File: config.mk
export PLATFORM = sky130hd
export DESIGN_NAME = tx_pkt_seq
export DESIGN_NICKNAME = d
export VERILOG_FILES = /design/src/rtl/tx_pkt_seq_pkg.sv /design/src/rtl/tx_pkt_seq_wdog.sv /design/src/rtl/tx_pkt_seq.sv
export SDC_FILE = /design/constraint.sdc
export NUM_CORES = 1
export LEC_CHECK = 0
export BUFFER_PORTS_ARGS = -buffer_cell sky130_fd_sc_hd__clkbuf_2
export CORE_MARGIN = 10
export CORE_UTILIZATION = 57
export DETAILED_ROUTE_END_ITERATION = 8
export HOLD_SLACK_MARGIN = 0.06
export PLACE_DENSITY = 0.92
export SETUP_SLACK_MARGIN = 0.1
export SYNTH_ARGS = -nofsm -noshare
export SYNTH_HDL_FRONTEND = slang
export SYNTH_HIERARCHICAL = 1
export SYNTH_SLANG_ARGS = --single-unit
File: constraint.sdc
create_clock -name clk_6M -period 3.4 [get_ports clk_6M]
set_clock_uncertainty 0.1 [all_clocks]
set_input_delay 0 -clock clk_6M [delete_from_list [all_inputs] [get_ports clk_6M]]
set_output_delay 0 -clock clk_6M [all_outputs]
set_load 0.01 [all_outputs]
File: src/rtl/tx_pkt_seq_pkg.sv
// Shared states and timing constants for the TX packet sequencer.
package tx_pkt_seq_pkg;

  localparam int unsigned BIDX_W     = 7;
  localparam int unsigned WDOG_W     = 12;
  localparam int unsigned AC_LEN     = 72;
  localparam int unsigned AC_LEN_ID  = 68;
  localparam int unsigned HDR_LEN    = 54;
  localparam int unsigned PY_WDOG_US = 2745;

  typedef enum logic [2:0] {
    IDLE,
    AC,
    HDR,
    PY_ARM,
    PY_RUN
  } tx_state_e;

  // Last access-code bit index; ID packets carry a shortened access code.
  function automatic logic [BIDX_W-1:0] last_ac_idx(input logic id);
    return id ? BIDX_W'(AC_LEN_ID - 1) : BIDX_W'(AC_LEN - 1);
  endfunction

endpackage

File: src/rtl/tx_pkt_seq_wdog.sv
// Payload watchdog: counts microseconds spent in PY_RUN and flags expiry once.
// Only built when TX_PKT_SEQ_WDOG_EN is defined.
module tx_pkt_seq_wdog
  import tx_pkt_seq_pkg::*;
(
  input  logic clk_6M,
  input  logic rstz,
  input  logic clr,
  input  logic inc,
  output logic expire_p
);

  logic [WDOG_W-1:0] cnt;

  // Counter saturates so a stuck inc can never re-trigger expiry by wrapping.
  always_ff @(posedge clk_6M or negedge rstz) begin
    if (!rstz) begin
      cnt      <= '0;
      expire_p <= 1'b0;
    end else begin
      expire_p <= 1'b0;
      if (clr) begin
        cnt <= '0;
      end else if (inc) begin
        if (cnt == WDOG_W'(PY_WDOG_US - 1)) expire_p <= 1'b1;
        if (cnt != '1) cnt <= cnt + WDOG_W'(1);
      end
    end
  end

endmodule

File: src/rtl/tx_pkt_seq.sv
// TX packet sequencer: steps access code, header and payload phases of a packet.
// Define TX_PKT_SEQ_WDOG_EN to add the payload watchdog (tx_err_p); otherwise tx_err_p stays 0.
module tx_pkt_seq
  import tx_pkt_seq_pkg::*;
(
  input  logic              clk_6M,
  input  logic              rstz,
  input  logic              p_1us,
  input  logic              tx_start_p,
  input  logic              tx_abort,
  input  logic              id_pkt,
  input  logic              py_period,
  output logic              tx_busy,
  output logic              ac_en,
  output logic              hdr_en,
  output logic [BIDX_W-1:0] hdr_bitidx,
  output logic              bit_p,
  output logic              py_st_p,
  output logic              py_datvalid_p,
  output logic              tx_done_p,
  output logic              tx_err_p
);

  tx_state_e         state, state_nxt;
  logic              id_q, id_nxt;
  logic [BIDX_W-1:0] bitidx_nxt;
  logic              done_nxt, err_nxt;
  logic              wdog_exp;

`ifdef TX_PKT_SEQ_WDOG_EN
  logic wdog_clr, wdog_inc;

  assign wdog_clr = (state_nxt == PY_ARM);
  assign wdog_inc = (state == PY_RUN) && p_1us;

  tx_pkt_seq_wdog u_wdog (
    .clk_6M   (clk_6M),
    .rstz     (rstz),
    .clr      (wdog_clr),
    .inc      (wdog_inc),
    .expire_p (wdog_exp)
  );
`else
  assign wdog_exp = 1'b0;
`endif

  always_ff @(posedge clk_6M or negedge rstz) begin
    if (!rstz) begin
      state      <= IDLE;
      id_q       <= 1'b0;
      hdr_bitidx <= '0;
      tx_busy    <= 1'b0;
      ac_en      <= 1'b0;
      hdr_en     <= 1'b0;
      tx_done_p  <= 1'b0;
      tx_err_p   <= 1'b0;
    end else begin
      state      <= state_nxt;
      id_q       <= id_nxt;
      hdr_bitidx <= bitidx_nxt;
      tx_busy    <= (state_nxt != IDLE);
      ac_en      <= (state_nxt == AC);
      hdr_en     <= (state_nxt == HDR);
      tx_done_p  <= done_nxt;
      tx_err_p   <= err_nxt;
    end
  end

  always_comb begin
    state_nxt     = state;
    id_nxt        = id_q;
    bitidx_nxt    = hdr_bitidx;
    done_nxt      = 1'b0;
    err_nxt       = 1'b0;
    bit_p         = 1'b0;
    py_st_p       = 1'b0;
    py_datvalid_p = 1'b0;

    case (state)
      IDLE: begin
        bitidx_nxt = '0;
        if (tx_start_p) begin
          state_nxt = AC;
          id_nxt    = id_pkt;
        end
      end
      AC: begin
        bit_p = p_1us;
        if (p_1us) begin
          if (hdr_bitidx == last_ac_idx(id_q)) begin
            bitidx_nxt = '0;
            if (id_q) begin
              state_nxt = IDLE;
              done_nxt  = 1'b1;
            end else begin
              state_nxt = HDR;
            end
          end else begin
            bitidx_nxt = hdr_bitidx + BIDX_W'(1);
          end
        end
      end
      HDR: begin
        bit_p = p_1us;
        if (p_1us) begin
          if (hdr_bitidx == BIDX_W'(HDR_LEN - 1)) begin
            bitidx_nxt = '0;
            state_nxt  = PY_ARM;
            py_st_p    = 1'b1;
          end else begin
            bitidx_nxt = hdr_bitidx + BIDX_W'(1);
          end
        end
      end
      PY_ARM: state_nxt = PY_RUN;
      PY_RUN: begin
        py_datvalid_p = p_1us & py_period;
        // Watchdog expiry outranks a payload end landing in the same cycle.
        if (wdog_exp) begin
          state_nxt = IDLE;
          err_nxt   = 1'b1;
        end else if (!py_period) begin
          state_nxt = IDLE;
          done_nxt  = 1'b1;
        end
      end
      default: state_nxt = IDLE;
    endcase

    // Abort overrides every transition and silences all strobes.
    if (tx_abort) begin
      state_nxt     = IDLE;
      bitidx_nxt    = '0;
      done_nxt      = 1'b0;
      err_nxt       = 1'b0;
      bit_p         = 1'b0;
      py_st_p       = 1'b0;
      py_datvalid_p = 1'b0;
    end
  end

endmodule
==> results.py <==
metrics = {
    "place": {
        "port_buffers": 20,
        "place.gp.congestion": 0.787,
        "placed_area_sq_um": 1070,
        "hpwl_um": 1780,
    },
    "cts": {
        "clock-sinks": 15,
        "cts_max_level": 1,
        "clockBufferDepth": 2,
        "numCtsBuffers": 3,
        "cts_tree": "done",
        "cts_root_buf": "clkbuf_4",
        "clock_latency_ns": 0.29,
        "path_clk_slew_ns": 0.09,
    },
    "routing": {
        "vias_per_cell": 5.91,
        "routed_wl_um": 2600,
        "drc": 0,
        "wl_per_cell_um": 16.6,
        "firstDrtPassIters": 4,
        "ant_nets": 0,
        "vias": 922,
        "drt_iter0_drc": 43,
    },
    "sta": {
        "drv_slew": 0,
        "post-route-min-period_ns": 2.20,
        "setup_tns_ns": 0,
        "fmax_mhz": 454,
        "rsz0062_at_grt": "no",
        "hold_viol_final": 0,
        "setup_viol": 0,
        "finalCritPeriodShare_pct": 64.9,
    },
    "finish": {
        "fin_area_sq_um": 1170,
        "mostFrequentLayoutCells": "20 x clkbuf_2, 15 x dfrtp_1, 11 x nor2_1",
        "fin_nets": 141,
        "num_antenna_cells": 0,
        "finalCoreUtilization_pct": 68.6,
        "drive_above_1_share_pct": 24.4,
        "syn_to_final_growth_pct": 15.7,
        "layout_commonest_cell": "clkbuf_2",
    },
    "synth": {
        "synth_top_cell_by_area": "dfrtp_1",
        "synth_warnings": 6,
        "synth-seq-cells": 15,
        "syn_inst": 108,
        "yosys-top-cells-area": "dfrtp_1 37%, nand4_1 5.6%, buf_6 4.4%",
        "syn-num-nets": 117,
        "postSynthAreaPerCell_sq_um": 9.37,
        "syn-cell-area_sq_um": 1010,
        "post_synth_num_cell_types": 40,
        "seq_area_frac_synth_pct": 37.1,
        "synth_top_cell_area_share_pct": 37.1,
    },
    "grt": {
        "grtUsageTotal_pct": 13.6,
        "grt_overflow_total": 0,
        "grt_max_degree": 16,
        "first_global_vias": 912,
        "antenna_found_initial": 0,
        "grt_pass1_wl_um": 4440,
    },
    "worst_setup_path": {
        "arrival_ns": 2.34,
        "start_kind": "flop",
        "crit_type": "flop to flop",
        "cp.required_ns": 3.53,
        "cp_max_fo": 6,
        "worst_setup_path_end_kind": "flop",
    },
    "floorplanning": {
        "dieHeight_um": 62.1,
        "io-pin-count": 22,
        "core_area_sq_um": 1710,
        "fp-row-count": 15,
        "die_w_um": 62.1,
        "start_util_pct": 59.3,
        "die_area_sq_um": 3860,
    },
    "power": {
        "p_leak_nw": 0.529,
        "total_power_w": 0.000348,
        "ir_drop_mv": 0.282,
        "power_density_nw_per_um2": 297,
    },
    "status": {
        "outcome": "finished clean",
    },
    "flow_run": {
        "drv_cap": 0,
    },
    "worst_hold_path": {
        "min_path_type": "input pin to async pin",
    },
}
cell type report:
type | instances | area (sq um)
Sequential cell | 15 | 375
Clock buffer | 4 | 26.3
Fill cell | 127 | 537
Timing Repair Buffer | 27 | 170
Tap cell | 25 | 31.3
Inverter | 3 | 11.3
Multi-Input combinational cell | 82 | 557
worst max-delay path, cell delays in order, from the launching register on:
cell and delay, ns:
dfrtp_1 0.44, ha_1 0.22, and2_1 0.22, nand3_2 0.10, o32a_1 0.35, nor2_1 0.12
dlygate4sd3_1 0.58
layer usage:
metal  global-route usage (%)  vias up  wire length [um]
li1                         -      438                 -
met1                     16.8      446              1090
met2                     22.3       31              1320
met3                     2.87        7               142
met4                     5.14        0                53
met5                        0        -                 0
sequential cells by signal (all words and copies together), names as in the netlist:
register,flops
state,3
hdr_bitidx,7
hdr_en,1
id_q,1
tx_busy,1
tx_done_p,1
ac_en,1
kinds of logic (layout without fill, tap and decap cells):
group                      after synthesis  in the layout  share of synthesized area [%]
other                                    1              1                          0.370
buffers and inverters                   11             34                           7.91
AOI/OAI and AO/OA                       20             20                           14.8
muxes                                    1              1                           1.11
DFF                                     15             15                           37.1
xor gates and xnor gates                 2              2                           2.47
adders and majority gates                2              2                           2.47
and+or+nand+nor                         56             56                           33.7
report_power, final:
part	switching [W]	total (W)	internal, W
clock network	0.0000606	0.000106	0.0000457
registers	0.00000668	0.000190	0.000183
logic	0.0000287	0.0000511	0.0000224
total	0.0000960	0.000348	0.000252
cell usage after synthesis, drive strengths merged:
master	n
dfrtp	15
nor3	2
o211a	1
o32a	2
xor2	2
a21oi	4
nand2b	4
conb	1
nor2	11
or2	2
mux2	1
a22oi	1
a31oi	5
a32oi	1
o21a	1
a21bo	1
nand3b	2
nor2b	1
nand2	10
nor3b	3
and3b	1
nand4b	3
o2111ai	1
clkbuf	1
nand3	5
nand4	9
and2	2
buf	7
a21o	3
nor4	1
inv	3
ha	2
repair_timing:
| item | 4_1_cts | 5_1_grt |
|---|---|---|
| hold buffers | 7 | 0 |
| setup buffers | 0 | 0 |
| resized for setup | 0 | 0 |
| endpoints found under the hold margin | 26 | 0 |
metrics by stage:
stage               cells  setup WS (ns)  hold WS, ns
floorplan             108           1.73       -0.396
global placement      145           1.68       -0.176
detailed placement    145           1.57       -0.160
CTS                   156           1.26       0.0612
global route          156           1.03       0.0927
finish                156           1.20       0.0575
final timing paths:
check | from | end | slack, ns | cells past startpoint
max | hdr_bitidx[0] | tx_done_p | 1.20 | 6
min | rstz | hdr_bitidx[0] | 0.06 | 2
max reg2reg | hdr_bitidx[0] | tx_done_p | 1.20 | 6
min reg2reg | hdr_bitidx[1] | hdr_bitidx[1] | 0.50 | 2
max in group asynchronous | rstz | state[0] | 2.86 | 2
min in group clk_6M | tx_start_p | state[0] | 0.15 | 5
(Power assumes the default switching activity.)
